==> config.mk <==
export PLATFORM = sky130hd
export DESIGN_NAME = pf_recv_queue
export DESIGN_NICKNAME = d
export VERILOG_FILES = /design/src/rtl/pf_recv_queue.sv
export SDC_FILE = /design/constraint.sdc
export NUM_CORES = 1
export LEC_CHECK = 0
export CELL_PAD_IN_SITES_DETAIL_PLACEMENT = 1
export CELL_PAD_IN_SITES_GLOBAL_PLACEMENT = 1
export CORE_MARGIN = 2
export CORE_UTILIZATION = 30
export CTS_CLUSTER_DIAMETER = 120
export DETAILED_ROUTE_END_ITERATION = 12
export DONT_BUFFER_PORTS = 1
export GPL_TIMING_DRIVEN = 0
export PLACE_DENSITY_LB_ADDON = 0.05
export SLEW_MARGIN = 10
export SYNTH_ARGS = -nofsm -noshare
export SYNTH_HDL_FRONTEND = slang
export SYNTH_SLANG_ARGS = --single-unit
==> constraint.sdc <==
create_clock -name clock -period 14.39 [get_ports clock]
set_clock_uncertainty 0.15 [all_clocks]
set_input_delay 4.317 -clock clock [delete_from_list [all_inputs] [get_ports clock]]
set_output_delay 4.317 -clock clock [all_outputs]
set_load 0.02 [all_outputs]
==> src/rtl/pf_recv_queue.sv <==
// pf_recv_queue: prefetch request queue plus a 2-entry completion response buffer.
// Request FIFO is DEPTH entries; a RUN/FLUSH state machine drains it whenever
// prefetch is disabled. Optional build macro PF_RECV_DEDUP_EN drops requests whose
// {tag,set} already sits in the queue and counts the drops in drop_cnt.
module pf_recv_queue #(
  parameter int DEPTH = 4
) (
  input  logic        clock,
  input  logic        reset,
  input  logic        pf_req_valid,
  output logic        pf_req_ready,
  input  logic [20:0] pf_req_bits_tag,
  input  logic [8:0]  pf_req_bits_set,
  input  logic        pf_req_bits_needT,
  input  logic [6:0]  pf_req_bits_source,
  input  logic        pf_req_bits_isBOP,
  output logic        issue_valid,
  input  logic        issue_ready,
  output logic [20:0] issue_bits_tag,
  output logic [8:0]  issue_bits_set,
  output logic        issue_bits_needT,
  output logic [6:0]  issue_bits_source,
  output logic        issue_bits_isBOP,
  input  logic        done_valid,
  output logic        done_ready,
  input  logic [20:0] done_bits_tag,
  input  logic [8:0]  done_bits_set,
  output logic        pf_resp_valid,
  input  logic        pf_resp_ready,
  output logic [20:0] pf_resp_bits_tag,
  output logic [8:0]  pf_resp_bits_set,
  input  logic        pf_l2_pf_en,
  output logic [7:0]  drop_cnt
);
  localparam int AW = $clog2(DEPTH);

  typedef struct packed {
    logic [20:0] tag;
    logic [8:0]  set;
    logic        needT;
    logic [6:0]  source;
    logic        isBOP;
  } req_t;

  typedef struct packed {
    logic [20:0] tag;
    logic [8:0]  set;
  } resp_t;

  typedef enum logic {S_RUN, S_FLUSH} state_e;

  state_e      state_q, state_d;
  req_t        mem_q [DEPTH];
  logic [AW:0] head_q, head_d, tail_q, tail_d;
  logic        q_empty, q_full, enq_hs, deq_hs, enq_push, dup_hit;
  req_t        in_req, head_req;

  assign in_req = '{tag: pf_req_bits_tag, set: pf_req_bits_set, needT: pf_req_bits_needT,
                    source: pf_req_bits_source, isBOP: pf_req_bits_isBOP};

  // Extra wrap bit on the pointers tells full from empty when the indices match.
  assign q_empty  = (head_q == tail_q);
  assign q_full   = (head_q[AW] != tail_q[AW]) && (head_q[AW-1:0] == tail_q[AW-1:0]);
  assign pf_req_ready = pf_l2_pf_en && !q_full && (state_q == S_RUN);
  assign issue_valid  = !q_empty && (state_q == S_RUN);
  assign enq_hs   = pf_req_valid && pf_req_ready;
  assign deq_hs   = issue_valid && issue_ready;
  assign enq_push = enq_hs && !dup_hit;

  assign head_req          = mem_q[head_q[AW-1:0]];
  assign issue_bits_tag    = head_req.tag;
  assign issue_bits_set    = head_req.set;
  assign issue_bits_needT  = head_req.needT;
  assign issue_bits_source = head_req.source;
  assign issue_bits_isBOP  = head_req.isBOP;

  // Queue state and pointer next-state; FLUSH empties the queue in its single cycle.
  always_comb begin
    state_d = state_q;
    head_d  = head_q;
    tail_d  = tail_q;
    case (state_q)
      S_RUN: begin
        if (!pf_l2_pf_en) state_d = S_FLUSH;
        if (enq_push)     tail_d  = tail_q + 1'b1;
        if (deq_hs)       head_d  = head_q + 1'b1;
      end
      S_FLUSH: begin
        head_d = '0;
        tail_d = '0;
        if (pf_l2_pf_en) state_d = S_RUN;
      end
      default: state_d = S_RUN;
    endcase
  end

  // Queue control registers.
  always_ff @(posedge clock) begin
    if (reset) begin
      state_q <= S_RUN;
      head_q  <= '0;
      tail_q  <= '0;
    end else begin
      state_q <= state_d;
      head_q  <= head_d;
      tail_q  <= tail_d;
    end
  end

  // Payload storage; contents are only meaningful inside the head..tail window.
  always_ff @(posedge clock) begin
    if (enq_push) mem_q[tail_q[AW-1:0]] <= in_req;
  end

`ifdef PF_RECV_DEDUP_EN
  logic [AW:0] q_cnt;
  logic [AW-1:0] idx;
  logic [7:0] drop_cnt_q, drop_cnt_d;

  assign q_cnt = tail_q - head_q;

  // Match the incoming {tag,set} against every occupied entry (walk from head).
  always_comb begin
    dup_hit = 1'b0;
    idx     = '0;
    for (int k = 0; k < DEPTH; k++) begin
      idx = head_q[AW-1:0] + AW'(k);
      if (((AW+1)'(k) < q_cnt) && (mem_q[idx].tag == pf_req_bits_tag) &&
          (mem_q[idx].set == pf_req_bits_set))
        dup_hit = 1'b1;
    end
  end

  // Saturating drop counter next-state.
  always_comb begin
    drop_cnt_d = drop_cnt_q;
    if (enq_hs && dup_hit && (drop_cnt_q != 8'hFF)) drop_cnt_d = drop_cnt_q + 8'd1;
  end

  // Drop counter register.
  always_ff @(posedge clock) begin
    if (reset) drop_cnt_q <= 8'd0;
    else       drop_cnt_q <= drop_cnt_d;
  end

  assign drop_cnt = drop_cnt_q;
`else
  assign dup_hit  = 1'b0;
  assign drop_cnt = 8'd0;
`endif

  // ---------------- response buffer (2 entries, independent of enable/FLUSH)
  resp_t      rmem_q [2];
  logic [1:0] rhead_q, rhead_d, rtail_q, rtail_d;
  logic       r_empty, r_full, r_push, r_pop;
  resp_t      r_head;

  assign r_empty = (rhead_q == rtail_q);
  assign r_full  = (rhead_q[1] != rtail_q[1]) && (rhead_q[0] == rtail_q[0]);
  assign done_ready    = !r_full;
  assign pf_resp_valid = !r_empty;
  assign r_push  = done_valid && done_ready;
  assign r_pop   = pf_resp_valid && pf_resp_ready;
  assign r_head  = rmem_q[rhead_q[0]];
  assign pf_resp_bits_tag = r_head.tag;
  assign pf_resp_bits_set = r_head.set;

  // Response pointer next-state.
  always_comb begin
    rhead_d = rhead_q;
    rtail_d = rtail_q;
    if (r_push) rtail_d = rtail_q + 2'd1;
    if (r_pop)  rhead_d = rhead_q + 2'd1;
  end

  // Response pointer registers.
  always_ff @(posedge clock) begin
    if (reset) begin
      rhead_q <= '0;
      rtail_q <= '0;
    end else begin
      rhead_q <= rhead_d;
      rtail_q <= rtail_d;
    end
  end

  // Response payload storage.
  always_ff @(posedge clock) begin
    if (r_push) rmem_q[rtail_q[0]] <= '{tag: done_bits_tag, set: done_bits_set};
  end
endmodule

==> out/results.txt, run 1 <==
Pwr Density = 152 mW/mm^2
# rows = 62
cts repair resizes = 0
Avg Inst Size Synth = 21.3 um^2
final net count = 541
adder-cell share of the synthesized area = 0.00714
die area = 0.0306 mm^2
CTS Hold Bufs = 0
# clock sinks = 230
dpl cell area = 0.00950 mm^2
total global-route track usage = 0.121
WP depth = 2
number of flops mapped to enable cells by yosys = 216
Longest Clk Path Bufs = 3
Routed WL per cell = 21.4 um
synthesized area = 0.00876 mm^2
crit-path cells = inv_1 -> a311oi_2
Syn. warnings = 0
library cells used by synthesis = 39
post-synthesis cell count = 412
Hold Path Class = register to register
Clock Tree Root = clkbuf_16
Via density = 4.64
total setup buffers inserted after CTS = 0
Cell Count, Final, Fillers Out = 862
global-route wire length before repair = 27800 um
Max-slew headroom = 0.518
Post-Route Utilization = 0.359
number of global-route vias before repair = 4541
Worst Path Required = 9920 ps
DRC Markers = 0
Die Wd = 175 um
Max-Cap Viols = 0
asr flop ratio synth = 0
Final period util = 0.651
antenna violations before repair = 0
Synth Register Bits = 230
CP Launch Type = input pin
max incr delay on CP = 550 ps
slowest CP cell = a311oi_2
initial core utilization = 0.305
Design Area, Final = 0.0103 mm^2
largest family of logic cells by synthesized area = multiplexers
worst r2r src = head_q[0]$_SDFFE_PP0P_
status = completed
FF-to-FF path depth = 6
post-synthesis compound-gate area fraction = 0.0214
DP HPWL = 12700 um
simple-gate share of the synthesized area = 0.0286
Area Growth Syn to Fin = 17.6%
f_max = 0.107 GHz
VDD IR max = 0.0000730 V
I/O pins = 157
final hold vios = 0
Worst-path clk slew = 50 ps
CP endpoint = pf_req_ready
leakage = 3.26 nW
setup slack, reg-to-reg = 11480 ps
XOR/XNOR Fraction of Synth Area = 0.0107
Detail Route Antenna Nets = 0
Iter 0 DRT Violations = 129
sequential fraction of the synthesis area = 0.772
placed insts = 816
RSZ-0062 raised after global routing = no
Crit path buffers/inverters = 1
worst skew pair latency = 510 ps
Top delay family on crit path = compound AO/OA/AOI/OAI gates
largest net degree at the start of global routing = 25
Worst setup EP type = output port
routability cong. = 0.705
CTS tree = built
Power, Total = 1.56 mW
Filler Cell Count = 2817
slew of the pin with the lowest slew margin = 723 ps
total grt overflow = 0
port bufs = 0
post-synthesis mux area share = 0.144
total core area = 0.0287 mm^2
Setup violations, final = 0
H-tree depth = 1
1st-pass router iterations = 4
share of layout cells above drive strength 1 = 0.301
setup_tns = 0 ps
height of the die = 175 um
end of the worst register-to-register path = mem_q[0][37]$_DFFE_PP_
Final Critical Period = 9360 ps
fin. max-slew vios = 0
start point of the critical path = pf_l2_pf_en
ys flop type = edfxtp_1
Worst Path Class, Setup = input pin to output port
DR vias = 3999
Routed WL = 18400 um
WP data arrival = 4900 ps
Worst Path Max Fanout = 6
ANT cells = 0
cts bufs inserted = 26
[synthesized netlist by cell type, types with 3 or more instances]
cell / n / share of area
nand3_1: 6 / 0.0034
nand2_1: 8 / 0.0034
a21oi_1: 4 / 0.0023
nor2b_1: 4 / 0.0029
o211ai_1: 7 / 0.0060
xnor2_1: 4 / 0.0040
nor2_1: 6 / 0.0026
ha_1: 5 / 0.0071
dfxtp_1: 14 / 0.032
and3_1: 4 / 0.0029
buf_2: 4 / 0.0023
nand4_1: 3 / 0.0021
nor4b_1: 6 / 0.0060
mux4_2: 39 / 0.10
buf_4: 9 / 0.0077
mux2_2: 33 / 0.042
inv_1: 6 / 0.0026
clkbuf_1: 7 / 0.0030
edfxtp_1: 216 / 0.74
xor2_1: 3 / 0.0030
[placed cells by master (no fill, tap or decap), types with 4 or more instances in the layout]
master     instances
ha_1               5
mux2_2            33
nor2_1             6
clkinv_2           5
o211ai_1           7
xnor2_1            4
nor4b_1            5
clkbuf_16         27
dfxtp_1           14
buf_16             4
clkinv_1           5
mux4_2            39
edfxtp_1         216
nand3_1            6
buf_4             15
inv_1              6
nand2_1            8
buf_2              5
clkbuf_1          13
conb_1             8
[layer usage]
metal | track usage | vias up | routed length, um
met5 | 0 | - | 0
met4 | 0.0378 | 0 | 523
met3 | 0.0592 | 30 | 2040
met2 | 0.211 | 141 | 9330
met1 | 0.128 | 2046 | 6540
li1 | - | 1782 | -
[worst min path at each step]
stage                                 start  depth (start not counted)  slack [ps]                 endpoint
floorplan           rtail_q[1]$_SDFFE_PP0P_                          2         360  rhead_q[1]$_SDFFE_PP0P_
global placement    rtail_q[1]$_SDFFE_PP0P_                          2         380  rhead_q[1]$_SDFFE_PP0P_
detailed placement  rtail_q[1]$_SDFFE_PP0P_                          2         400  rhead_q[1]$_SDFFE_PP0P_
CTS                 rtail_q[1]$_SDFFE_PP0P_                          2         410  rhead_q[1]$_SDFFE_PP0P_
global route        rtail_q[1]$_SDFFE_PP0P_                          2         450  rhead_q[1]$_SDFFE_PP0P_
finish              rtail_q[1]$_SDFFE_PP0P_                          2         410  rhead_q[1]$_SDFFE_PP0P_
[metrics by stage]
step	setup slack [ps]	hold slack [ps]
after floorplan	5100	358
after global placement	765	384
after detailed placement	5030	402
after CTS	5030	407
after global routing	4990	448
final	5030	411
[sequential cells by signal, indices dropped and copies added (netlist names), named ones only]
name,cells
rmem_q,60
state_q,1
mem_q,156
rhead_q,2
rtail_q,2
tail_q,3
head_q,3
[cell families after synthesis]
| family | after synthesis |
|---|---|
| AO/OA/AOI/OAI | 24 |
| XOR/XNOR | 9 |
| adder cells (fa/ha/maj) | 5 |
| buffers and inverters | 27 |
| flip-flops | 230 |
| multiplexers | 73 |
| other | 1 |
| AND/OR/NAND/NOR | 43 |
[cell type report]
type | count | area [um^2] | share of cell area
sequential | 230 | 6770 | 0.656
buffer | 21 | 118 | 0.0114
multi-input combinational | 162 | 1910 | 0.186
tap | 384 | 480 | 0.0466
clock inverter | 13 | 113 | 0.0109
timing repair buffer | 13 | 200 | 0.0194
clock buffer | 33 | 698 | 0.0677
inverter | 6 | 22.5 | 0.00218
[power by group]
| part | total [mW] | internal [mW] | switching [mW] |
|---|---|---|---|
| Sequential | 0.775 | 0.764 | 0.0107 |
| Combinational | 0.166 | 0.0584 | 0.107 |
| Clock | 0.624 | 0.376 | 0.247 |
No activity file was read; power rests on OpenSTA's default activity.
==> inputs of run 2 (changes only) <==
clock period = 8.85 ns   (was 14.39 ns; I/O delays follow)
==> results of run 2 <==
The final DEF is identical to that of run 1. Status: completed.
Among the figures that moved: setup slack after placement 5030 ps -> 2810 ps; setup slack after layout 5030 ps -> 2810 ps; register-to-register setup slack 11480 ps -> 5940 ps; total power 1.56 mW -> 2.54 mW; worst IR drop on VDD 0.0000730 V -> 0.000119 V
==> inputs of run 3 (changes only) <==
clock period = 5.85 ns   (was 8.85 ns; I/O delays follow)
==> run 3 against run 2 <==
  * Clock power grew 46%
  * Non-clock buffer count down 3
  * Sequential share of layout area grew 0.52 points
  * Via count about the same
  * Total power grew 49%
  * Critical path type unchanged
  * Largest cell class unchanged
==> out/results.txt, run 3 (synthesis gave the netlist of run 1 again) <==
status = completed
Max-slew headroom = 0.504 (-0.0141)
max incr delay on CP = 550 ps (about the same)
Top delay family on crit path = compound AO/OA/AOI/OAI gates
initial core utilization = 0.305 (unchanged)
Detail Route Antenna Nets = 0 (unchanged)
switch share = 0.239
hold path depth = 2 (unchanged)
CP Launch Type = input pin
Comb pwr share = 0.107 (about the same)
end of the worst register-to-register path = mem_q[2][34]$_DFFE_PP_
DR WL met3 = 1820 um (-11%)
commonest non-fill, non-tap cell in the layout = edfxtp_1
DP HPWL = 12300 um (-3.1%)
max reg flops = 156 (unchanged)
routability cong. = 0.692 (-1.8%)
Routed WL = 18400 um (-0.15%)
Worst Path Class, Setup = input pin to output port
Die Wd = 175 um (unchanged)
highest metal used = met4
Hold Path Class = register to register
share of layout cells above drive strength 1 = 0.293 (-0.00826)
H-tree depth = 1 (unchanged)
Final period util = 0.725
WP depth = 2 (unchanged)
setup slack, reg-to-reg = 2970 ps
Hold Path End = rhead_q[1]$_SDFFE_PP0P_
Max-Cap Viols = 0 (unchanged)
global-route wire length before repair = 27700 um (-0.37%)
routed wl met2 = 9390 um (+0.64%)
Worst Path Required = 3940 ps
VDD IR max = 0.000205 V
Worst Path Max Fanout = 6 (unchanged)
final net count = 538 (-0.55%)
antenna violations before repair = 0 (unchanged)
FF-to-FF path depth = 4 (-2)
Longest Clk Path Bufs = 3 (unchanged)
DR vias = 4001 (+0.050%)
CTS Hold Bufs = 0 (unchanged)
Worst-path clk slew = 60 ps (about the same)
Power, Total = 3.78 mW
f_max = 0.236 GHz
cts repair resizes = 0 (unchanged)
slew of the pin with the lowest slew margin = 744 ps (+21.2 ps)
met1 WL = 6650 um (+1.7%)
Via density = 4.68 (+0.87%)
slowest CP cell = a311oi_2
Area Growth Syn to Fin = 16.7%
cts bufs inserted = 26 (unchanged)
Iter 0 DRT Violations = 181 (+40%)
RSZ-0062 raised after global routing = no
Clock Tree Root = clkbuf_16
total grt overflow = 0 (unchanged)
final hold vios = 0 (unchanged)
die area = 0.0306 mm^2 (unchanged)
worst skew pair latency = 520 ps (about the same)
# clock sinks = 230 (unchanged)
DRC Markers = 0 (unchanged)
Final Critical Period = 4240 ps
crit-path cells = inv_1 -> a311oi_2
number of global-route vias before repair = 4463 (-1.7%)
Setup violations, final = 0 (unchanged)
WP data arrival = 2330 ps
P_sw = 0.903 mW
Filler Cell Count = 2840 (+0.82%)
Min Hold Slack = 439 ps (+28.0 ps)
Pwr Density = 369 mW/mm^2
I/O pins = 157 (unchanged)
largest net degree at the start of global routing = 28 (+12%)
1st-pass router iterations = 4 (unchanged)
most frequent cells in the layout = edfxtp_1 (216), mux4_2 (39), mux2_2 (33)
clock share of power = 0.389 (-0.010)
Worst setup EP type = output port
Routed WL per cell = 21.5 um (+0.67%)
# rows = 62 (unchanged)
height of the die = 175 um (unchanged)
total setup buffers inserted after CTS = 0 (unchanged)
CTS tree = built
ANT cells = 0 (unchanged)
Crit path buffers/inverters = 1 (unchanged)
total global-route track usage = 0.120 (-0.000504)
Seq pwr share = 0.504 (+0.009)
Hold Startpoint = rtail_q[1]$_SDFFE_PP0P_
port bufs = 0 (unchanged)
fin. max-slew vios = 0 (unchanged)
worst r2r src = tail_q[1]$_SDFFE_PP0P_
Power Internal = 2.88 mW
total core area = 0.0287 mm^2 (unchanged)
leakage = 3.21 nW (-1.6%)
## run 3: cell types whose count changed in the layout (fill, tap and decap cells not counted), sizes merged
cell      previous run  this run
buf                 27        24
bufinv               2         1
clkbuf              40        41
clkinv              10         6
clkinvlp             0         1
inv                  7         6
## run 3: final cells by class
cell class              count  area (um^2)  share of cell area
clock buffers              34          681              0.0665
multi-input cells         162         1920               0.188
clock inverters             8         80.1             0.00783
well taps                 384          480              0.0470
inverters                   6         22.5             0.00220
repair buffers             10          160              0.0157
flip-flops and latches    230         6770               0.661
plain buffers              21          118              0.0115
## run 3: stage by stage
stage          cell area [um^2]  TNS, ps  setup WS [ps]  instances  utilization
6_report                  10200        0           1610        855        0.356
5_1_grt                   10200        0           1530        855        0.356
4_1_cts                   10200        0           1580        855        0.356
3_5_place_dp               9470        0           1610        813        0.330
3_3_place_gp               9280   -48480          -1250        803        0.323
2_1_floorplan              8800        0           1170        419            -
## run 3: worst max path at each step
| stage | from | end | slack [ps] |
|---|---|---|---|
| finish | pf_l2_pf_en | pf_req_ready | 1610 |
| global route | register | issue_bits_tag[10] | 1530 |
| CTS | register | issue_bits_tag[10] | 1580 |
| detailed placement | pf_l2_pf_en | pf_req_ready | 1610 |
| global placement | pf_req_valid | mem_q[0][34]$_DFFE_PP_ | -1250 |
| floorplan | pf_req_valid | mem_q[0][0]$_DFFE_PP_ | 1170 |
## run 3: power groups by stage
| stage | Clock [mW] | Combinational [mW] | Sequential [mW] |
|---|---|---|---|
| global route | 1.58 | 0.433 | 1.91 |
| CTS | 1.52 | 0.415 | 1.91 |
| detailed placement | 0 | 0.414 | 1.94 |
| floorplan | 0 | 0.322 | 1.93 |
| finish | 1.47 | 0.403 | 1.91 |
| global placement | 0 | 0.392 | 1.94 |
## run 3: routing by layer
metal | vias up | global-route usage
li1 | 1769 | -
met1 | 2065 | 0.128
met2 | 135 | 0.214
met3 | 32 | 0.0535
met4 | 0 | 0.0368
met5 | - | 0
